--- src/rtl/button_event_arbiter_pkg.sv ---
// Shared UI package for the parameter-selection front end.
// - evt_code_t: event codes, identical to the selector FSM's *_PRESSED codes.
// - btn_state_t: per-button press/repeat FSM states.
// - NUM_BTNS / REPEAT_MASK: button count and which buttons auto-repeat.
// - cnt_width(): counter width wide enough for the largest timing parameter.
package button_event_arbiter_pkg;

    typedef enum logic [2:0] {
        EVT_NONE = 3'd0,
        EVT_UP   = 3'd1,
        EVT_DOWN = 3'd2,
        EVT_NEXT = 3'd3,
        EVT_SET  = 3'd4
    } evt_code_t;

    typedef enum logic [1:0] {
        ST_IDLE,
        ST_HOLD,
        ST_REPEAT
    } btn_state_t;

    // Button index order is {set, next, down, up}; index i maps to code i+1.
    localparam int NUM_BTNS = 4;

    // Only up (bit 0) and down (bit 1) auto-repeat.
    localparam logic [NUM_BTNS-1:0] REPEAT_MASK = 4'b0011;

    // One extra bit over $clog2 so the terminal compare can never wrap.
    function automatic int cnt_width(input int a, input int b, input int c);
        int m;
        m = a;
        if (b > m) m = b;
        if (c > m) m = c;
        return $clog2(m) + 1;
    endfunction

    function automatic evt_code_t idx_to_code(input int idx);
        return evt_code_t'(3'(idx + 1));
    endfunction

endpackage

--- src/rtl/button_event_arbiter_debouncer.sv ---
// button_debouncer: 2-flop synchroniser plus stable-count debouncer for one
// raw pushbutton.
// Ports:
//   clk   in   system clock
//   rst   in   synchronous active-high reset
//   raw   in   raw asynchronous button level
//   held  out  debounced level
module button_debouncer
    import button_event_arbiter_pkg::*;
#(
    parameter int DEBOUNCE_CYCLES = 65000,
    parameter int CW              = 17
) (
    input  logic clk,
    input  logic rst,
    input  logic raw,
    output logic held
);

    localparam logic [CW-1:0] LAST = CW'(DEBOUNCE_CYCLES - 1);

    logic          sync1;
    logic          sync2;
    logic [CW-1:0] cnt;

    // cnt holds the number of consecutive mismatched cycles already seen;
    // the cycle that finds cnt==LAST still mismatched is the accepting one.
    always_ff @(posedge clk) begin
        if (rst) begin
            sync1 <= 1'b0;
            sync2 <= 1'b0;
            cnt   <= '0;
            held  <= 1'b0;
        end else begin
            sync1 <= raw;
            sync2 <= sync1;
            if (sync2 == held) begin
                cnt <= '0;
            end else if (cnt == LAST) begin
                held <= sync2;
                cnt  <= '0;
            end else begin
                cnt <= cnt + 1'b1;
            end
        end
    end

endmodule

--- src/rtl/button_event_arbiter.sv ---
// button_event_arbiter: debounces up/down/next/set, turns presses into single
// events with auto-repeat on held up/down, and hands one event at a time to
// the selector over a valid/ready handshake.
// Ports:
//   clk_65mhz   in   system clock
//   rst         in   synchronous active-high reset
//   btn_*       in   raw asynchronous buttons
//   evt_ready   in   consumer accepts the presented event
//   evt_valid   out  an event is presented
//   evt_code    out  1=UP 2=DOWN 3=NEXT 4=SET, 0 while !evt_valid
//   evt_repeat  out  event came from auto-repeat
//   held        out  debounced levels {set,next,down,up}
//   drop_pulse  out  a request merged into an event already waiting
module button_event_arbiter
    import button_event_arbiter_pkg::*;
#(
    parameter int DEBOUNCE_CYCLES = 65000,
    parameter int REPEAT_DELAY    = 32500000,
    parameter int REPEAT_PERIOD   = 6500000
) (
    input  logic       clk_65mhz,
    input  logic       rst,
    input  logic       btn_up,
    input  logic       btn_down,
    input  logic       btn_next,
    input  logic       btn_set,
    input  logic       evt_ready,
    output logic       evt_valid,
    output logic [2:0] evt_code,
    output logic       evt_repeat,
    output logic [3:0] held,
    output logic       drop_pulse
);

    localparam int CW = cnt_width(DEBOUNCE_CYCLES, REPEAT_DELAY, REPEAT_PERIOD);
    localparam logic [CW-1:0] DLY_LAST = CW'(REPEAT_DELAY - 1);
    localparam logic [CW-1:0] PER_LAST = CW'(REPEAT_PERIOD - 1);

    logic [NUM_BTNS-1:0] raw;
    assign raw = {btn_set, btn_next, btn_down, btn_up};

    for (genvar g = 0; g < NUM_BTNS; g++) begin : g_db
        button_debouncer #(
            .DEBOUNCE_CYCLES (DEBOUNCE_CYCLES),
            .CW              (CW)
        ) u_db (
            .clk  (clk_65mhz),
            .rst  (rst),
            .raw  (raw[g]),
            .held (held[g])
        );
    end

    btn_state_t [NUM_BTNS-1:0]         state, state_n;
    logic       [NUM_BTNS-1:0][CW-1:0] rcnt, rcnt_n;
    logic       [NUM_BTNS-1:0]         req, req_rpt;
    logic       [NUM_BTNS-1:0]         pend, pend_n, rpt, rpt_n;
    logic       [NUM_BTNS-1:0]         take, in_flight, merge;
    logic                              load, sel_vld, sel_rpt;
    evt_code_t                         sel_code;

    // Press/repeat FSMs: a request is raised in the cycle the transition is made.
    always_comb begin
        for (int i = 0; i < NUM_BTNS; i++) begin
            state_n[i] = state[i];
            rcnt_n[i]  = rcnt[i];
            req[i]     = 1'b0;
            req_rpt[i] = 1'b0;
            if (!held[i]) begin
                state_n[i] = ST_IDLE;
                rcnt_n[i]  = '0;
            end else begin
                case (state[i])
                    ST_IDLE: begin
                        state_n[i] = ST_HOLD;
                        rcnt_n[i]  = '0;
                        req[i]     = 1'b1;
                    end
                    ST_HOLD: begin
                        // next/set park here until release
                        if (REPEAT_MASK[i]) begin
                            if (rcnt[i] == DLY_LAST) begin
                                state_n[i] = ST_REPEAT;
                                rcnt_n[i]  = '0;
                                req[i]     = 1'b1;
                                req_rpt[i] = 1'b1;
                            end else begin
                                rcnt_n[i] = rcnt[i] + 1'b1;
                            end
                        end
                    end
                    ST_REPEAT: begin
                        if (rcnt[i] == PER_LAST) begin
                            rcnt_n[i]  = '0;
                            req[i]     = 1'b1;
                            req_rpt[i] = 1'b1;
                        end else begin
                            rcnt_n[i] = rcnt[i] + 1'b1;
                        end
                    end
                    default: state_n[i] = ST_IDLE;
                endcase
            end
        end
    end

    // Arbiter and pending bits. A stalled presented event counts as still
    // pending for its button, so a second press while stalled merges into it
    // rather than queueing a duplicate behind it.
    always_comb begin
        load     = !evt_valid || evt_ready;
        take     = '0;
        sel_vld  = 1'b0;
        sel_rpt  = 1'b0;
        sel_code = EVT_NONE;
        for (int i = NUM_BTNS - 1; i >= 0; i--) begin
            if (pend[i] && !sel_vld) begin
                sel_vld  = 1'b1;
                sel_rpt  = rpt[i];
                sel_code = idx_to_code(i);
                take[i]  = load;
            end
        end
        for (int i = 0; i < NUM_BTNS; i++) begin
            in_flight[i] = evt_valid && !evt_ready && (evt_code == idx_to_code(i));
            merge[i]     = req[i] && ((pend[i] && !take[i]) || in_flight[i]);
            // a request in the consume cycle keeps the bit set
            pend_n[i]    = (pend[i] && !take[i]) || (req[i] && !in_flight[i]);
            rpt_n[i]     = (req[i] && !in_flight[i]) ? req_rpt[i] : rpt[i];
        end
    end

    always_ff @(posedge clk_65mhz) begin
        if (rst) begin
            state      <= {NUM_BTNS{ST_IDLE}};
            rcnt       <= '0;
            pend       <= '0;
            rpt        <= '0;
            evt_valid  <= 1'b0;
            evt_code   <= EVT_NONE;
            evt_repeat <= 1'b0;
            drop_pulse <= 1'b0;
        end else begin
            state      <= state_n;
            rcnt       <= rcnt_n;
            pend       <= pend_n;
            rpt        <= rpt_n;
            drop_pulse <= |merge;
            if (load) begin
                evt_valid  <= sel_vld;
                evt_code   <= sel_code;
                evt_repeat <= sel_rpt;
            end
        end
    end

endmodule
--- config.mk ---
export PLATFORM = sky130hd
export DESIGN_NAME = button_event_arbiter
export DESIGN_NICKNAME = d
export VERILOG_FILES = /design/src/rtl/button_event_arbiter_pkg.sv /design/src/rtl/button_event_arbiter_debouncer.sv /design/src/rtl/button_event_arbiter.sv
export SDC_FILE = /design/constraint.sdc
export NUM_CORES = 1
export LEC_CHECK = 0
export CORE_UTILIZATION = 40
export CTS_BUF_LIST = sky130_fd_sc_hd__clkbuf_16
export DETAILED_ROUTE_END_ITERATION = 10
export PLACE_DENSITY = 0.66
export SYNTH_ARGS = -nofsm -noshare
export SYNTH_HDL_FRONTEND = slang
export SYNTH_SLANG_ARGS = --single-unit
--- constraint.sdc ---
create_clock -name clk_65mhz -period 4.3 [get_ports clk_65mhz]
set_input_delay 0.43 -clock clk_65mhz [delete_from_list [all_inputs] [get_ports clk_65mhz]]
set_output_delay 0.43 -clock clk_65mhz [all_outputs]
set_load 0.01 [all_outputs]
=== Yosys cells after proc, flatten, opt, wreduce, memory -nomap -nowiden ===
Index checks and enable logic that the tools add are counted.

* Add/sub/neg operators: 8
* Eq/ne operators: 28
* Muxes and demuxes: 54
* Bitwise gates (word level): 10
* Reduce and logical (&&, ||, !) cells: 67

{| class="wikitable"
|+ Operator list
! kind !! number
|-
| 26-bit by 1-bit adder with 26-bit output (second input constant) || 8
|-
| 26-bit two-way mux || 6
|-
| 26-bit case mux with 3 select lines || 2
|-
| 26-bit by 16-bit == test with 1-bit output (second input constant) || 4
|-
| 26-bit by 23-bit == test with 1-bit output (second input constant) || 4
|-
| 26-bit case mux with 2 select lines || 2
|-
| 26-bit by 25-bit == test with 1-bit output (second input constant) || 2
|-
| 1-bit two-way mux || 28
|-
| 1-bit logical AND || 20
|-
| 1-bit logical NOT || 13
|-
| 3-bit two-way mux || 4
|-
| 2-bit case mux with 3 select lines || 2
|-
| 2-bit AND reduction || 6
|-
| 2-bit OR reduction || 6
|-
| 3-bit OR reduction || 4
|-
| 1-bit NOT || 10
|-
| 1-bit logical OR || 9
|-
| 2-bit by 1-bit == test with 1-bit output (second input constant) || 4
|-
| 2-bit == test (second input constant) || 4
|-
| 2-bit logical NOT || 4
|-
| 1-bit case mux with 2 select lines || 4
|-
| 2-bit case mux with 2 select lines || 2
|-
| 3-bit by 2-bit == test with 1-bit output (second input constant) || 2
|-
| 1-bit case mux with 3 select lines || 2
|-
| 8 further kinds || 15
|}

* Flip-flop bits (word level): 242
* Logic and storage cells: 200

=== Logic depth before layout (Yosys ltp) ===
Gate-level depths: netlist of the first run.

* Word-level depth: 15
* Depth in mapped cells: 9

=== Hierarchy ===
From an unflattened synthesis of the first run, not the netlist that was laid out.

* Cells, all modules: 1100
* Area, all modules: 9172.5 um^2

{| class="wikitable"
|+ By module, submodules not included
! module !! instances !! cells each !! area each (um^2) !! sequential area each (um^2)
|-
| button_debouncer || 4 || 153 || 1320.0 || 580.6
|-
| button_event_arbiter || 1 || 488 || 3892.5 || 1401.3
|}

=== Worst setup path before layout of the first run ===
No wires, ideal clock.

* Kind: reg-to-reg
* Start point: register rcnt[26] (netlist bit)
* End point: register rcnt[26] (netlist bit)
* Arrival: 2.016 ns
* Setup slack: 2.163 ns
* Stages on the path, launching flop included: 9
* Buffers on the path: 2
* Clock period less this slack: 2.137 ns
* Cell sequence: dfxtp_1 -> ha_1 -> and4_1 -> nand4b_1 -> o41ai_1 -> a21oi_1 -> buf_2 -> buf_2 -> mux2_2

* Longest elaborated chain between the ends: 3

{| class="wikitable"
|+ Ends and longest elaborated chain
! what !! RTL line !! text
|-
| start, declared || button_event_arbiter.sv:55 || <nowiki>logic [NUM_BTNS-1:0][CW-1:0] rcnt, rcnt_n;</nowiki>
|-
| start signal, assigned || button_event_arbiter.sv:145 || <nowiki>rcnt <= rcnt_n;</nowiki>
|-
| 26-bit by 1-bit adder with 26-bit output (tied with other cells) || button_event_arbiter.sv:88, button_event_arbiter.sv:98 ||
|-
| 26-bit two-way mux, on equally long branches || button_event_arbiter.sv:93, button_event_arbiter.sv:82 ||
|-
| 26-bit case mux with 3 select lines (*) || button_event_arbiter.sv:73 || <nowiki>case (state[i])</nowiki>
|}

Mark *: on every way between the ends. The rest lies on a longest branch, timed or not.
A chain may end at the register's enable or synchronous reset.

=== Worst setup path after layout of the first run ===
* Start point: register g_db[1].u_db.cnt[19]
* End point: register g_db[1].u_db.cnt[14]

* Longest elaborated chain between the ends: 2

{| class="wikitable"
|+ Ends and longest elaborated chain
! what !! RTL line !! text
|-
| start, declared || button_event_arbiter_debouncer.sv:24 || <nowiki>logic [CW-1:0] cnt;</nowiki>
|-
| start signal, assigned || button_event_arbiter_debouncer.sv:43 || <nowiki>cnt <= cnt + 1'b1;</nowiki>
|-
| 26-bit by 16-bit == test with 1-bit output || button_event_arbiter_debouncer.sv:39 || <nowiki>end else if (cnt == LAST) begin</nowiki>
|-
| 3-bit OR reduction (no source line) || -- ||
|}

Every way passes these cells.

==> results.py, run 1 <==
metrics = {
    "setup_path": {
        "r2r_setup_slack_ns": 1.68,
        "reg2reg_depth": 6,
        "r2r-start": "g_db[1].u_db.cnt[19]",
        "end_kind": "flop",
        "startpoint_type": "flop",
        "required_ns": 4.57,
        "crit_chain": "or4_1 > or4_1 > nor2_1 > and4_1 > or3_1 > nor2_1",
        "critical_path.slowest_cell": "or3_1",
        "r2r_end": "g_db[1].u_db.cnt[14]",
        "cp.arrival_ns": 2.89,
        "slowest_delay_ns": 0.69,
        "crit_family": "simple AND/OR/NAND/NOR gates",
        "crit_type": "reg -> reg",
        "critPathMaxFanout": 26,
        "worstPathBufferInverterCount": 0,
    },
    "drt": {
        "drc": 0,
        "avgRoutedWirePerCell_um": 12.6,
        "final_antenna_net_count": 0,
        "drt-initial-drc-count": 361,
        "vias": 6791,
        "dr.pass1.iters": 4,
        "routed_wl_um": 16500,
        "vias_per_cell": 5.20,
    },
    "hold_path": {
        "min_from": "g_db[3].u_db.sync1",
        "min_to": "g_db[3].u_db.sync2",
        "hp-class": "reg -> reg",
        "hold-path-cell-count": 1,
    },
    "grt": {
        "overflow": 0,
        "grt_pass1_wl_um": 28600,
        "grt_max_degree": 49,
        "grt_pass1_vias": 6251,
        "grt_use_total": 0.156,
        "antenna_found_initial": 0,
    },
    "cts": {
        "post-cts-setup-buffers": 0,
        "clk_latency_ns": 0.43,
        "cts_made_buffers": 17,
        "h-tree-depth": 4,
        "cts_tree": "done",
        "post_cts_resize_count": 0,
        "cts-root-buf": "clkbuf_16",
        "clock-sinks": 186,
        "clk_pin_slew_worst_paths_ns": 0.06,
        "cts_hold_buf": 0,
        "clockBufferDepth": 2,
    },
    "floorplan": {
        "core-area_um2": 21100,
        "std_cell_rows": 53,
        "die_width_um": 149,
        "die_h_um": 149,
        "die-area_um2": 22100,
        "io_pins": 17,
        "start_util": 0.408,
    },
    "logic_synthesis": {
        "synth_edf_count": 0,
        "ys_seq_area_frac": 0.433,
        "syn-num-nets": 1041,
        "synth_warnings": 0,
        "synth_cell_types": 56,
        "syn_inst": 1019,
        "ys_seq_elements": 186,
        "synth_area_um2": 8600,
        "synth_area_per_cell_um2": 8.44,
        "ys_async_sr_fraction": 0,
        "synth-main-ff-cell": "dfxtp_1",
    },
    "timing": {
        "drv_slew": 0,
        "finalCriticalPeriod_ns": 2.62,
        "setup_slack_ns": 1.68,
        "fin_skew_ns": 0.0165,
        "grt_setup_unrepaired": "no",
        "max-slew-margin-rel": 0.402,
        "setup_violations": 0,
        "hold_violations": 0,
        "worst_slew_pin_slew_ns": 0.897,
        "fin_crit_sh": 0.609,
        "timing.fmax_mhz": 382,
        "fin_setup_tns_ns": 0,
    },
    "layout": {
        "final_nets": 1042,
        "layout_common_cells": "186 x dfxtp_1, 165 x nor2_1, 80 x nand2_1",
        "antenna_cells": 0,
        "final_common_cell": "dfxtp_1",
        "design_area_um2": 9520,
        "layout-drive-gt1-share": 0.0378,
        "syn_to_final_growth_pct": 10.6,
        "layout.cells.non_filler": 1307,
    },
    "flow_run": {
        "drv_cap": 0,
    },
    "placement": {
        "numPortBuffers": 16,
        "placed_cell_area_um2": 8960,
        "place_inst": 1276,
        "gp_congestion": 0.765,
        "dp_hpwl_um": 11100,
        "post-place-ws_ns": 1.54,
    },
    "power_and_ir_drop": {
        "leakage_nw": 3.19,
        "vdd_drop_max_uv": 240,
        "total_power_mw": 3.25,
        "powerDensity_nw_per_um2": 341,
    },
    "outcome": {
        "status": "finished clean",
    },
}
==> metrics by stage <==
stage	hold slack, ns	utilization
after floorplan	0.413	-
after global placement	0.418	0.425
after detailed placement	0.424	0.425
after CTS	0.440	0.451
after global routing	0.461	0.451
final	0.437	0.451
==> synth_stat cells, types with 13 or more instances <==
| cell | count | area share |
|---|---|---|
| a21oi_1 | 43 | 0.025 |
| xor2_1 | 65 | 0.066 |
| clkbuf_1 | 23 | 0.010 |
| nor2b_1 | 14 | 0.010 |
| and3_1 | 24 | 0.017 |
| nand3_1 | 66 | 0.038 |
| a31oi_1 | 18 | 0.013 |
| nor2_1 | 165 | 0.072 |
| xnor2_1 | 39 | 0.040 |
| ha_1 | 15 | 0.022 |
| nor3_1 | 25 | 0.015 |
| or3_1 | 13 | 0.0095 |
| o21ai_0 | 22 | 0.013 |
| nor4_1 | 15 | 0.011 |
| and4_1 | 18 | 0.018 |
| dfxtp_1 | 186 | 0.43 |
| nand2_1 | 80 | 0.035 |
| inv_1 | 31 | 0.014 |
| nand4_1 | 40 | 0.029 |
==> worst reg2reg max path, cell delays in order, from the launching register on <==
cell	delay [ns]
dfxtp_1	0.34
or4_1	0.51
or4_1	0.47
nor2_1	0.10
and4_1	0.23
or3_1	0.69
nor2_1	0.13
==> cell type report <==
type                            instances  area (um2)
Inverter                               31         116
Tap cell                              275         344
Clock inverter                         14         133
Sequential cell                       186        3720
Clock buffer                           17         425
Multi-Input combinational cell        764        4580
Timing Repair Buffer                   20         190
Fill cell                            2080       11600
==> cell families after synthesis <==
logic type	after synthesis	synth area share
AND/OR/NAND/NOR	506	0.298
AO/OA/AOI/OAI	131	0.0970
adder cells (fa/ha/maj)	15	0.0218
XOR/XNOR	104	0.106
multiplexers	8	0.00945
flip-flops	186	0.433
buffers and inverters	69	0.0355
==> how the worst max path moves through the flow <==
stage / slack (ns) / from / end / cells after the start
6_report: 1.68 / g_db[1].u_db.cnt[19] / g_db[1].u_db.cnt[14] / 6
3_5_place_dp: 1.54 / rst / rcnt[19] / 7
3_3_place_gp: 1.59 / rst / rcnt[25] / 7
4_1_cts: 1.64 / g_db[1].u_db.cnt[19] / g_db[1].u_db.cnt[14] / 6
2_1_floorplan: 2.16 / rcnt[26] / rcnt[26] / 8
5_1_grt: 1.46 / g_db[1].u_db.cnt[19] / g_db[1].u_db.cnt[14] / 6
==> state kept, by name, summed over array words and instances, names as in the netlist <==
register,flops
g_db.u_db.sync2,4
rcnt,52
pend,4
state,6
evt_code,3
evt_valid,1
drop_pulse,1
g_db.u_db.cnt,104
g_db.u_db.sync1,4
g_db.u_db.held,4
rpt,2
evt_repeat,1
==> per-layer routing <==
metal / global-route usage / routed length (um) / vias to the layer above
met1: 0.210 / 8540 / 3145
met5: 0 / 0 / -
met4: 0.0510 / 114 / 0
met3: 0.0319 / 443 / 8
li1: - / - / 3573
met2: 0.248 / 7360 / 65
==> report_power, final <==
part / switching [mW] / internal [mW] / total, mW
Combinational: 0.0147 / 0.00957 / 0.0243
Clock: 0.649 / 0.847 / 1.50
Sequential: 0.00211 / 1.73 / 1.73
No activity file was read; power rests on OpenSTA's default activity.
==> inputs of run 2 (changes only) <==
==> constraint.sdc (replaced) <==
create_clock -name clk_65mhz -period 2.6 [get_ports clk_65mhz]
set_input_delay 0.26 -clock clk_65mhz [delete_from_list [all_inputs] [get_ports clk_65mhz]]
set_output_delay 0.26 -clock clk_65mhz [all_outputs]
set_load 0.01 [all_outputs]
==> run 2 against run 1 <==
  * Wire length grew 0.19%
  * Total power rose by 67%
  * Largest cell class unchanged
  * Largest power group unchanged
  * Core utilization up 0.64 points
  * Global-route usage rose by 0.22 points
==> results.py, run 2 (synthesis gave the netlist of run 1 again) <==
metrics = {
    "power_and_ir_drop": {
        "p_int_mw": 4.21,
        "vdd_drop_max_uv": 317,
        "pwr-share-clk": 0.463,
        "combPwrFrac": 0.008,
        "switchingPower_mw": 1.19,
        "total_power_mw": 5.41,
        "p_sw_frac": 0.221,
        "powerDensity_nw_per_um2": 560,
        "leakage_nw": 3.27,
        "seq_power_share": 0.528,
    },
    "drt": {
        "dr.pass1.iters": 5,
        "final_antenna_net_count": 0,
        "routed_wl_um": 16500,
        "drt-initial-drc-count": 320,
        "drc": 0,
        "avgRoutedWirePerCell_um": 12.5,
        "vias": 6874,
        "vias_per_cell": 5.20,
    },
    "cts": {
        "cts_hold_buf": 0,
        "cts_made_buffers": 17,
        "clk_pin_slew_worst_paths_ns": 0.07,
        "h-tree-depth": 4,
        "clk_latency_ns": 0.43,
        "cts-root-buf": "clkbuf_16",
        "clock-sinks": 186,
        "cts_tree": "done",
        "clockBufferDepth": 2,
    },
    "floorplan": {
        "start_util": 0.408,
        "die_width_um": 149,
        "core-area_um2": 21100,
        "io_pins": 17,
        "die_h_um": 149,
        "std_cell_rows": 53,
        "die-area_um2": 22100,
    },
    "setup_path": {
        "reg2reg_depth": 8,
        "crit_family": "compound AO/OA/AOI/OAI gates",
        "worstPathBufferInverterCount": 1,
        "startpoint_type": "flop",
        "end_kind": "flop",
        "critical_path.slowest_cell": "o41ai_1",
        "r2r-start": "rcnt[26]",
        "critPathMaxFanout": 25,
        "cp.arrival_ns": 2.75,
        "crit_chain": "ha_1 > and4_1 > nand4b_1 > o41ai_1 > a21oi_2 > buf_4 > and3_1 > a221o_1",
        "cp.depth": 8,
        "r2r_setup_slack_ns": 0.16,
        "crit_type": "reg -> reg",
        "crit_path_start": "rcnt[26]",
        "slowest_delay_ns": 0.47,
        "required_ns": 2.91,
    },
    "layout": {
        "largest_reg_flops": 104,
        "fillers": 2032,
        "layout-drive-gt1-share": 0.0544,
        "layout.cells.non_filler": 1323,
        "antenna_cells": 0,
        "final_core_util": 0.458,
        "top_register": "g_db.u_db.cnt",
        "design_area_um2": 9650,
        "final_common_cell": "dfxtp_1",
        "reg_top3": "g_db.u_db.cnt (104), rcnt (52), state (6)",
        "final_nets": 1057,
        "syn_to_final_growth_pct": 12.2,
        "layout_common_cells": "186 x dfxtp_1, 165 x nor2_1, 80 x nand2_1",
    },
    "outcome": {
        "status": "finished clean",
    },
    "placement": {
        "gp_congestion": 0.792,
        "place_inst": 1291,
        "numPortBuffers": 16,
        "placed_cell_area_um2": 9080,
        "dp_hpwl_um": 11400,
    },
    "grt": {
        "grt_max_degree": 29,
        "grt_pass1_vias": 6266,
        "overflow": 0,
        "antenna_found_initial": 0,
        "grt_pass1_wl_um": 28800,
        "grt_use_total": 0.158,
    },
    "timing": {
        "hold_violations": 0,
        "worst_slew_pin_slew_ns": 0.845,
        "setup_violations": 0,
        "max-slew-margin-rel": 0.437,
        "fin_crit_sh": 0.939,
        "fin_setup_tns_ns": 0,
        "drv_slew": 0,
        "grt_setup_unrepaired": "no",
        "timing.fmax_mhz": 409,
        "finalCriticalPeriod_ns": 2.44,
        "fin_skew_ns": 0.0109,
    },
    "hold_path": {
        "min_from": "btn_up",
        "hp-class": "in -> reg",
        "hold-path-cell-count": 2,
    },
    "flow_run": {
        "drv_cap": 0,
    },
}
## run 2: cell types whose count changed in the layout (fill, tap and decap cells not counted), sizes merged
| cell | delta |
|---|---|
| bufinv | -1 |
| buf | +15 |
| inv | +1 |
| clkinv | +1 |
## run 2: path summary, 6_finish.rpt
kind | endpoint
min reg2reg | g_db[3].u_db.cnt[0]
min | g_db[0].u_db.sync1
max | rcnt[38]
max reg2reg | rcnt[38]
## run 2: power by group through the flow
stage	clock (mW)	combinational (mW)	sequential (mW)
floorplan	0	0.0274	2.92
global placement	0	0.0461	2.92
detailed placement	0	0.0465	2.92
CTS	2.58	0.0467	2.86
global route	2.70	0.0502	2.86
finish	2.51	0.0451	2.86
## run 2: worst register-to-register path: stages, from the launching register on
cell	delay (ns)
dfxtp_1	0.38
ha_1	0.23
and4_1	0.27
nand4b_1	0.21
o41ai_1	0.47
a21oi_2	0.11
buf_4	0.23
and3_1	0.19
a221o_1	0.25
## run 2: routing by layer
layer	track usage	routed length, um
met5	0	0
met4	0.0397	163
met3	0.0402	600
met2	0.252	7370
met1	0.212	8360
## run 2: what timing repair did
item,CTS,global route
buffers inserted,0,0
resized for setup,0,1
setup endpoints to repair,0,16
## run 2: per-stage QoR
step | hold WS [ns] | setup WS [ns]
floorplan | 0.388 | 0.463
global placement | 0.417 | 0.250
detailed placement | 0.431 | 0.186
CTS | 0.424 | 0.165
global route | 0.425 | 0.0372
finish | 0.431 | 0.158
## run 2: area by class of cell
class                      instances  area [um2]  area share
clock inverter                    15         143      0.0148
sequential                       186        3720       0.386
clock buffer                      17         425      0.0441
inverter                          31         116      0.0121
multi-input combinational        764        4580       0.475
tap                              275         344      0.0357
timing repair buffer              35         315      0.0327
==> inputs of run 3 (changes only) <==
--- a/config.mk
+++ b/config.mk
@@ -7,6 +7,7 @@
 export LEC_CHECK = 0
 export CORE_UTILIZATION = 40
 export CTS_BUF_LIST = sky130_fd_sc_hd__clkbuf_16
+export CTS_CLUSTER_DIAMETER = 60
 export DETAILED_ROUTE_END_ITERATION = 10
 export PLACE_DENSITY = 0.66
 export SYNTH_ARGS = -nofsm -noshare
==> results of run 3 <==
No change in the layout: final DEF, timing and power equal those of run 2.
==> edit (config.mk and constraints of run 2) <==
Add an input register stage for `btn_next`, cleared by the reset; this delays it by one clock. The other inputs are not delayed to match.
--- a/src/rtl/button_event_arbiter.sv
+++ b/src/rtl/button_event_arbiter.sv
@@ -37,6 +37,16 @@
     localparam logic [CW-1:0] PER_LAST = CW'(REPEAT_PERIOD - 1);
 
+    logic btn_next_q;
+
+    always_ff @(posedge clk_65mhz) begin
+        if (rst) begin
+            btn_next_q <= '0;
+        end else begin
+            btn_next_q <= btn_next;
+        end
+    end
+
     logic [NUM_BTNS-1:0] raw;
-    assign raw = {btn_set, btn_next, btn_down, btn_up};
+    assign raw = {btn_set, btn_next_q, btn_down, btn_up};
 
     for (genvar g = 0; g < NUM_BTNS; g++) begin : g_db
Check against the original RTL: no difference found for any inputs over 4 cycles, from zero or initial values and one cycle with rst high; that may be too few to reach the edited logic, so the function may still have changed.
==> edit against run 2 <==
Worst setup slack better by 0.068 ns; utilization grew 0.42 points; design area up 1.9%; via count rose by 1.7%; total power is 1.5% higher; sequential cell count grew 1; routed wire length is 3.5% higher; largest cell class unchanged; hold slack improved by 0.0035 ns; sequential share of layout area down 0.50 points; count of clock-buffer cells in the layout stayed put; synthesized area increased by 1.9%; global-route usage is 0.41 points higher.
==> edit: results (changes against run 2) <==
Pwr
  • Worst vdd ir: 313 µV (was 317 µV)
  • Leakage power: 3.31 nW (was 3.27 nW)

Drt
  • Via-to-Cell Ratio: 5.20 (about the same)
  • Iter 0 DRT Violations: 386 (was 320)
  • Via count: 6989 (was 6874)
  • Routed WL per cell: 12.7 µm (was 12.5 µm)

Critical path
  • Reg2reg start: rcnt[0] (was rcnt[26])
  • R2R setup slack: 0.23 ns (was 0.16 ns)
  • Reg2reg end: rcnt[25] (was rcnt[38])

Finish
  • Fillers: 2045 (was 2032)
  • Share of cells above drive strength 1: 6.08% (was 5.44%)

Logic synthesis
  • Synth top cells by count: dfxtp_1 (187), nor2_1 (166), nand2_1 (96), xor2_1 (66), nand3_1 (64) (was dfxtp_1 (186), nor2_1 (165), nand2_1 (80), nand3_1 (66), xor2_1 (65))
  • Syn nets: 1065 (was 1041)
  • Top post-synthesis cells by area: dfxtp_1 (43%), nor2_1 (7.1%), xor2_1 (6.6%), xnor2_1 (4.6%), nand2_1 (4.1%) (was dfxtp_1 (43%), nor2_1 (7.2%), xor2_1 (6.6%), xnor2_1 (4.0%), nand3_1 (3.8%))
  • Synth unique cells: 66 (was 56)
  • Sequential area share after synthesis: 42.7% (was 43.3%)
  • Syn Area/Cell: 8.42 µm² (was 8.44 µm²)

Placed design
  • Gpl congestion: 0.790 (was 0.792)
  • DPL Wire Length: 11.7 mm (was 11.4 mm)
  • Inst Count DP: 1314 (was 1291)
  • Placement Cell Area: 9250 µm² (was 9080 µm²)

Worst hold path
  • Hold WC Path Type: reg2reg (was in2reg)
  • Worst hold path depth: 1 (was 2)
  • WHS Endpoint: g_db[0].u_db.sync2 (was g_db[0].u_db.sync1)

STA
  • Fmax: 421 MHz (was 409 MHz)
  • Worst Max-Slew Pin Slew: 0.739 ns (was 0.845 ns)

Run status
  • Outcome: completed (unchanged)

GRT
  • Number of global-route vias before repair: 6334 (was 6266)
  • Initial antenna violation count: 0 (unchanged)
  • GR Util All Layers: 16.2% (was 15.8%)
-- edit: changes by cell type after synthesis, moves of 6 or more --
cell	before	now
or4_1	7	1
a21o_1	12	5
a22o_1	12	6
xnor2_1	39	46
and3_1	24	37
nand2_1	80	96
a21oi_1	43	33
-- edit: worst max-delay path by stage --
| stage | end | cells past startpoint |
|---|---|---|
| after floorplan | rcnt[43] | 9 |
| after CTS | rcnt[25] | 8 |
| after global routing | rcnt[28] | 8 |
| after detailed placement | rcnt[31] | 8 |
| after global placement | rcnt[31] | 8 |
| final | rcnt[25] | 8 |
-- edit: report_power, final --
part           internal [mW]  switching, mW
Clock                   1.49           1.08
Combinational         0.0187         0.0251
Sequential              2.87        0.00358
Total                   4.38           1.11
-- edit: what timing repair did --
action                                  4_1_cts  5_1_grt
setup buffers                                 0        0
endpoints found under the setup margin        4        0
hold buffers                                  0        0
resized for setup                             1        0
-- edit: critical path, stage by stage, from the launching register on --
cell and delay [ns]:
dfxtp_1 0.39, ha_1 0.31, and4_1 0.30, nand4_1 0.17, nor3_4 0.30, o22ai_2 0.12
buf_4 0.23, and3_1 0.19, a221o_1 0.25
-- edit: per-layer routing --
layer	up-vias	GRT usage [%]	share of wire (%)
li1	3654	-	-
met4	0	5.05	1.1
met5	-	0	0
met3	13	3.63	2.5
met1	3257	22.6	53
met2	65	24.7	43
-- edit: final cells by class --
class / instances / area share [%]
clock buffers: 17 / 4.33
multi-input cells: 779 / 47.8
inverters: 33 / 1.26
repair buffers: 40 / 3.46
well taps: 275 / 3.50
flip-flops and latches: 187 / 38.1
clock inverters: 13 / 1.54
-- edit: through the flow --
stage	utilization (%)	hold WS, ns	setup TNS (ns)
after floorplan	-	0.388	0
after global placement	43.4	0.417	0
after detailed placement	43.4	0.425	-0.0144
after CTS	46.2	0.440	0
after global routing	46.2	0.426	0
final	46.2	0.435	0
-- edit: kinds of logic (layout without fill, tap and decap cells) --
group                      Yosys count  in the layout  share of synthesized area, %
adders and majority gates           16             16                          2.28
and+or+nand+nor                    520            520                          29.8
muxes                               11             11                          1.26
xor gates and xnor gates           112            112                          11.2
AOI/OAI and AO/OA                  120            120                          8.96
buffers and inverters               76            103                          3.84
DFF                                187            187                          42.7
